**config.mk**
```make
export PLATFORM = sky130hd
export DESIGN_NAME = ncc_search_ctrl
export DESIGN_NICKNAME = d
export VERILOG_FILES = /design/src/rtl/ncc_pkg.sv /design/src/rtl/ncc_search_ctrl.sv
export SDC_FILE = /design/constraint.sdc
export NUM_CORES = 1
export LEC_CHECK = 0
export CAP_MARGIN = 20
export CORE_AREA = 2 2 119 121
export DETAILED_ROUTE_END_ITERATION = 8
export DIE_AREA = 0 0 121 123
export PLACE_DENSITY = 0.78
export SLEW_MARGIN = 20
export SYNTH_ARGS = -nofsm -noshare
export SYNTH_HDL_FRONTEND = slang
export SYNTH_SLANG_ARGS = --single-unit
```
**constraint.sdc**
```tcl
create_clock -name clk -period 3.55 [get_ports clk]
set_input_delay 1.065 -clock clk [delete_from_list [all_inputs] [get_ports clk]]
set_output_delay 1.065 -clock clk [all_outputs]
set_load 0.01 [all_outputs]
```
**src/rtl/ncc_pkg.sv**
```systemverilog
// rtl/ncc_pkg.sv - shared widths and FSM state encoding for the ncc job sequencer
package ncc_pkg;
   localparam int DESC_BEATS = 64;
   localparam int PIX_W      = 9;
   localparam int DESC_W     = 4 * PIX_W;
   localparam int IDX_W      = 13;
   localparam int NCC_W      = 64;
   localparam int BEAT_W     = $clog2(DESC_BEATS);

   typedef enum logic [2:0] {
      IDLE,
      CLEAR,
      LOAD_DESC,
      WAIT_DESC,
      REQ_WIN,
      WAIT_WIN,
      CAPTURE,
      RESULT
   } state_t;
endpackage

```
**src/rtl/ncc_search_ctrl.sv**
```systemverilog
// rtl/ncc_search_ctrl.sv - sequences descriptor load, window strobes and result capture for ncc
module ncc_search_ctrl
   import ncc_pkg::*;
(
   input  logic              clk,
   input  logic              rst,
   input  logic              start,
   input  logic              abort,
   input  logic [IDX_W-1:0]  num_windows,
   output logic              busy,
   output logic              job_err,
   input  logic              desc_valid,
   input  logic [DESC_W-1:0] desc_word,
   output logic              desc_ready,
   input  logic              win_valid,
   output logic              win_ready,
   output logic              ncc_clear,
   output logic              ncc_desc_data_ready,
   output logic [DESC_W-1:0] ncc_desc_in,
   output logic              ncc_window_data_ready,
   input  logic              ncc_done_with_desc_data,
   input  logic              ncc_done_with_window_data,
   input  logic [NCC_W-1:0]  ncc_greatest_ncc,
   input  logic [IDX_W-1:0]  ncc_greatest_win_index,
   output logic [IDX_W-1:0]  win_count,
   output logic              result_valid,
   output logic [NCC_W-1:0]  result_ncc,
   output logic [IDX_W-1:0]  result_index,
   input  logic              result_ack
);

   state_t              state, state_nxt;
   logic [BEAT_W-1:0]   beat_cnt;
   logic [IDX_W-1:0]    num_lat;
   logic                abort_hit;
   logic                job_accept;

   // Abort is not honoured in IDLE (nothing to cancel) or RESULT (result already owed to consumer).
   assign abort_hit  = abort && (state != IDLE) && (state != RESULT);
   assign job_accept = (state == IDLE) && start && (num_windows != '0);

   always_comb begin
      state_nxt             = state;
      busy                  = (state != IDLE);
      job_err               = (state == IDLE) && start && (num_windows == '0);
      desc_ready            = 1'b0;
      win_ready             = 1'b0;
      ncc_clear             = 1'b0;
      case (state)
         IDLE:      if (job_accept) state_nxt = CLEAR;
         CLEAR: begin
            ncc_clear = 1'b1;
            state_nxt = LOAD_DESC;
         end
         LOAD_DESC: begin
            desc_ready = 1'b1;
            if (desc_valid && (beat_cnt == BEAT_W'(DESC_BEATS - 1))) state_nxt = WAIT_DESC;
         end
         WAIT_DESC: if (ncc_done_with_desc_data) state_nxt = REQ_WIN;
         REQ_WIN: begin
            win_ready = 1'b1;
            if (win_valid) state_nxt = WAIT_WIN;
         end
         WAIT_WIN: begin
            if (ncc_done_with_window_data)
               state_nxt = ((win_count + IDX_W'(1)) == num_lat) ? CAPTURE : REQ_WIN;
         end
         CAPTURE:   state_nxt = RESULT;
         RESULT:    if (result_ack) state_nxt = IDLE;
         default:   state_nxt = IDLE;
      endcase
      if (abort_hit) begin
         state_nxt  = IDLE;
         desc_ready = 1'b0;
         win_ready  = 1'b0;
         ncc_clear  = 1'b0;
      end
   end

   assign ncc_desc_data_ready   = desc_valid & desc_ready;
   assign ncc_desc_in           = desc_word;
   assign ncc_window_data_ready = win_valid & win_ready;

   always_ff @(posedge clk or negedge rst) begin
      if (!rst) begin
         state        <= IDLE;
         beat_cnt     <= '0;
         num_lat      <= '0;
         win_count    <= '0;
         result_valid <= 1'b0;
         result_ncc   <= '0;
         result_index <= '0;
      end else begin
         state <= state_nxt;
         if (abort_hit) begin
            beat_cnt  <= '0;
            win_count <= '0;
         end else begin
            case (state)
               IDLE: begin
                  if (job_accept) begin
                     num_lat   <= num_windows;
                     win_count <= '0;
                  end
               end
               CLEAR:     beat_cnt <= '0;
               LOAD_DESC: if (desc_valid) beat_cnt <= beat_cnt + BEAT_W'(1);
               WAIT_WIN:  if (ncc_done_with_window_data) win_count <= win_count + IDX_W'(1);
               CAPTURE: begin
                  result_ncc   <= ncc_greatest_ncc;
                  result_index <= ncc_greatest_win_index;
                  result_valid <= 1'b1;
               end
               RESULT:    if (result_ack) result_valid <= 1'b0;
               default: ;
            endcase
         end
      end
   end

endmodule

```
---- Yosys cells after proc, flatten, opt, wreduce, memory -nomap -nowiden ----
Index checks and enable logic that the tools add are counted.
word-level totals
  bits of input ports ..................... 135
  bits in registers ....................... 113
operators by class
  bitwise logic cells ..................... 3
  add/sub/neg operators ................... 2
  equal/unequal tests ..................... 18
  reductions and logical operators ........ 19
  multiplexer cells ....................... 24
operator list
  kind                                           count
  two-way mux 13 bit                             3
  case mux 13 bit (2 select lines)               1
  != test 3 bit, second input constant           8
  case mux 3 bit (8 select lines)                1
  two-way mux 3 bit                              7
  adder 13 x 1 -> 13 bit, second input constant  1
  == test 13 bit                                 1
  zero test 13 bit                               1
  nonzero test 13 bit                            1
  == test 3 bit, second input constant           4
  two-way mux 6 bit                              2
  case mux 6 bit (2 select lines)                1
  AND reduction 3 bit                            3
  nonzero test 3 bit                             3
  two-way mux 1 bit                              7
  adder 6 x 1 -> 6 bit, second input constant    1
  == test 3 x 2 -> 1 bit, second input constant  2
  == test 6 bit, second input constant           1
  logical AND 1 bit                              6
  AND reduction 6 bit                            1
  AND reduction 2 bit                            2
  == test 3 x 1 -> 1 bit, second input constant  1
  zero test 3 bit                                1
  bitwise AND 1 bit                              2
  5 further kinds                                5

---- Depth between registers and ports, before layout ----
  depth in word-level cells ............... 6
  mapped depth ............................ 8
  depth with buffers taken out ............ 7

---- Least setup slack after synthesis ----
No wires, ideal clock.
  path type ............................... input to output
  from .................................... in abort
  to ...................................... out ncc_desc_data_ready
  slack ................................... 0.421 ns
  arrival time ............................ 2.064 ns
  stages on the path ...................... 3
  cell sequence ........................... buf_2 -> nor4b_1 -> and2_1
on the way
  longest elaborated chain between the ends .. 4
ends and longest elaborated chain
  what                             line                   source
  from (decl)                      ncc_search_ctrl.sv:8   input logic abort,
  logical AND 1 bit (2 in series)  ncc_search_ctrl.sv:39  assign abort_hit = abort && (state != IDLE) && (state != RESULT);
  two-way mux 1 bit                ncc_search_ctrl.sv:72  if (abort_hit) begin
  named net desc_ready             ncc_search_ctrl.sv:14  output logic desc_ready,
  bitwise AND 1 bit                ncc_search_ctrl.sv:80  assign ncc_desc_data_ready = desc_valid & desc_ready;
  to (decl)                        ncc_search_ctrl.sv:18  output logic ncc_desc_data_ready,
The timed path passes the listed nets, and every way through them passes these cells.

---- Worst setup path in the final report ----
  from .................................... in num_windows[7]
  to ...................................... out job_err
on the way
  longest elaborated chain between the ends .. 2
ends and longest elaborated chain
  what               line                   source
  from (decl)        ncc_search_ctrl.sv:9   input logic [IDX_W-1:0] num_windows,
  zero test 13 bit   ncc_search_ctrl.sv:45  job_err = (state == IDLE) && start && (num_windows == '0);
  logical AND 1 bit  ncc_search_ctrl.sv:45
  to (decl)          ncc_search_ctrl.sv:11  output logic job_err,
No other way between the ends.

==> results.md <==
- Initial drt markers: 200
- EDFF count, synth: 0
- FMAX: 289 MHz
- R2r setup slk: 1290 ps
- # IOs: 269
- Layout Nets: 737
- Clock Skew: 7.25 ps
- Yosys cell types: 51
- Yosys reg bits: 113
- Worst-path cell chain: clkdlybuf4s50_1 -> nor3_1 -> buf_4 -> nand4_1 -> nor2_1 -> buf_2
- Routed WL: 13,700 µm
- Hold EP: result_ncc[40]
- Tmin final: 3460 ps
- CTS root buffer: clkbuf_16
- Cell Rows: 43
- Dpl hpwl: 10,400 µm
- R2R Path Start: win_count[0]
- Worst-case reg-to-reg path depth: 7
- RSZ-0062 raised after global routing: no
- Final Hold Vio Count: 0
- DRT Pass-1 Iters: 4
- CTS tree: built
- Critical Path RT: 2480 ps
- Largest net degree at the start of global routing: 59
- Maxcap violations: 0
- Crit path max-delay cell type: clkdlybuf4s50_1
- Mapped Nets: 563
- Drt drc: 0
- Max IR drop VDD: 0.470 mV
- Initial antenna violation count: 0
- Vias: 3,995
- Crit. End Element: output pin
- Syn Std Cell Area: 0.00536 mm²
- Total Routing Usage GR: 19.0%
- Core ar.: 0.0136 mm²
- Placed insts: 760
- Global route overflow: 0
- CTS buffer count: 17
- DIE AREA: 0.0149 mm²
- H-tree Lvls: 4
- Hold Slack: 482 ps
- Pin slew with the least headroom to its limit: 611 ps
- Placed cell areas: 0.00728 mm²
- Die Span X: 121 µm
- Mean routed wirelength per cell: 17.3 µm
- Syn Area/Cell: 12.6 µm²
- R2r endpoint: state[1]
- Top FF cell, synth: dfrtp_1
- Status: finished, final reports clean
- Post-synthesis cell count: 426
- Critical Path Source Type: primary input
- Hold Path Cell Cnt: 1
- Worst min-delay path startpoint: result_ncc[40]
- Max Slew Vio Count: 0
- Antenna diodes: 0
- Max clock buf depth: 2
- Layout area overhead: 46.9%
- Slew HR: 59.0%
- Crit path DAT: 2400 ps
- Initial Utilization: 39.3%
- Clk sinks: 113
- Path type of the worst setup path: in -> out
- Worst Hold Class: reg -> reg
- Routability Congestion: 0.832
- P_leak: 0.00346 µW
- Layout cells sized above 1: 19.4%
- Die H: 123 µm
- Final Cycle Share: 97.5%
- Power per cell area: 773 mW/mm²
- Async SR Flop Fraction: 100%
- Critical path fanouts, max: 2
- Global-route wire length before repair: 21,700 µm
- Setup Viol. Count Final: 0
- Worst path max stage delay: 420 ps
- Clock latency on the worst-skew pair: 410 ps
- CTS clk-pin slew, worst paths: 50 ps
- Finished Cell Area: 0.00787 mm²
- Avg Vias per Cell: 5.04
- Vias in the first global route: 4,248
- Fin cells: 793
- Seq/Total Area, Yosys: 52.8%
- Buffers on Ports: 196
- Post-route ant nets: 0
- Yosys Warn Count: 0
-- power by group --
group	total (µW)	switching [µW]	internal [µW]
Sequential	2170	345	1820
Combinational	2320	922	1400
Clock	1590	625	966
-- synthesized netlist by cell type, types with 3 or more instances --
master     n  share of area, %
dfrtp_1  113                53
mux2_2    54                11
buf_4     41               5.7
mux2_1    37               7.8
nand2_1   16               1.1
nand3_1   15               1.4
xnor2_1   14               2.3
nor2_1    13              0.91
xor2_1    10               1.6
buf_2      9              0.84
a21oi_1    8              0.75
nand4_1    7              0.82
o21ai_0    7              0.65
a21o_1     6              0.84
a31oi_1    6              0.70
o21ai_1    5              0.47
o31ai_1    5              0.70
and2_1     4              0.47
buf_6      4              0.84
nor3_1     4              0.37
nor3b_1    4              0.56
and3_1     3              0.35
inv_2      3              0.21
nor4_1     3              0.35
-- flip-flops by register name (all words and copies together), names as in the netlist --
name	count
beat_cnt	6
num_lat	13
result_index	13
result_ncc	64
result_valid	1
state	3
win_count	13
-- area by class of cell --
type | instances | area [µm²]
timing repair buffer | 211 | 2100
tap | 180 | 225
clock inverter | 15 | 134
clock buffer | 17 | 425
inverter | 3 | 11.3
multi-input combinational | 254 | 2140
sequential | 113 | 2830
fill | 1108 | 5750
-- cells in the final DEF (no fill, tap or decap), drive strengths merged, types with 2 or more instances in the layout --
cell type / instances
xnor2: 15
dlygate4sd2: 2
a31oi: 6
xor2: 10
o21ai: 12
buf: 17
or3: 3
clkinv: 6
and2: 4
clkdlybuf4s50: 192
nand4: 8
nand4b: 2
nand2: 16
and4: 3
o31ai: 5
clkinvlp: 3
nor2b: 2
a21o: 6
and3: 4
nor4: 3
nor3: 5
nand3: 17
mux2: 91
dfrtp: 113
clkbuf: 17
nand2b: 2
inv: 8
nor3b: 4
ha: 2
a22o: 2
nor2: 13
a21oi: 8
-- layer usage --
layer  vias to the layer above  part of all wire [%]  global-route usage (%)
li1                       1831                     -                       -
met5                         -                     0                       0
met1                      1933                    38                    21.4
met3                        28                   9.3                    8.49
met2                       203                    50                    30.8
met4                         0                   3.0                    9.38
-- per-stage QoR --
stage               setup TNS, ps  util, %  power, µW  worst slack, ps
floorplan                       0        -       3200              421
global placement             -562     53.5       4420             -307
detailed placement           -668     53.5       4510             -349
CTS                         -37.6     57.6       6150            -37.6
global route                    0     57.8       6430             28.0
finish                          0     57.8       6080             88.6
-- what timing repair did --
action / CTS / global route
resized for setup: 6 / 4
pin swaps: 0 / 4
setup buffers: 0 / 1
cloned: 0 / 0
endpoints found under the setup margin: 4 / 2
hold buffers: 0 / 0
-- worst max-delay path: cells and delay by family --
family        cells  cell delay (ps)
simple gates      3              590
buf+inv           3              740
-- worst max-delay path by stage --
stage / start / endpoint / depth (start not counted)
after floorplan: abort / ncc_desc_data_ready / 3
after detailed placement: num_windows[1] / job_err / 5
after global routing: num_windows[2] / job_err / 5
after CTS: num_windows[7] / job_err / 6
final: num_windows[7] / job_err / 6
after global placement: num_windows[1] / job_err / 5
-- logic make-up after synthesis --
group,share of synthesized area [%]
compound gates,5.72
buf+inv,7.78
flops,52.8
mux,19.3
xor+xnor,4.23
fa+ha+maj,0.467
simple gates,9.67
No activity file was read; power rests on OpenSTA's default activity.
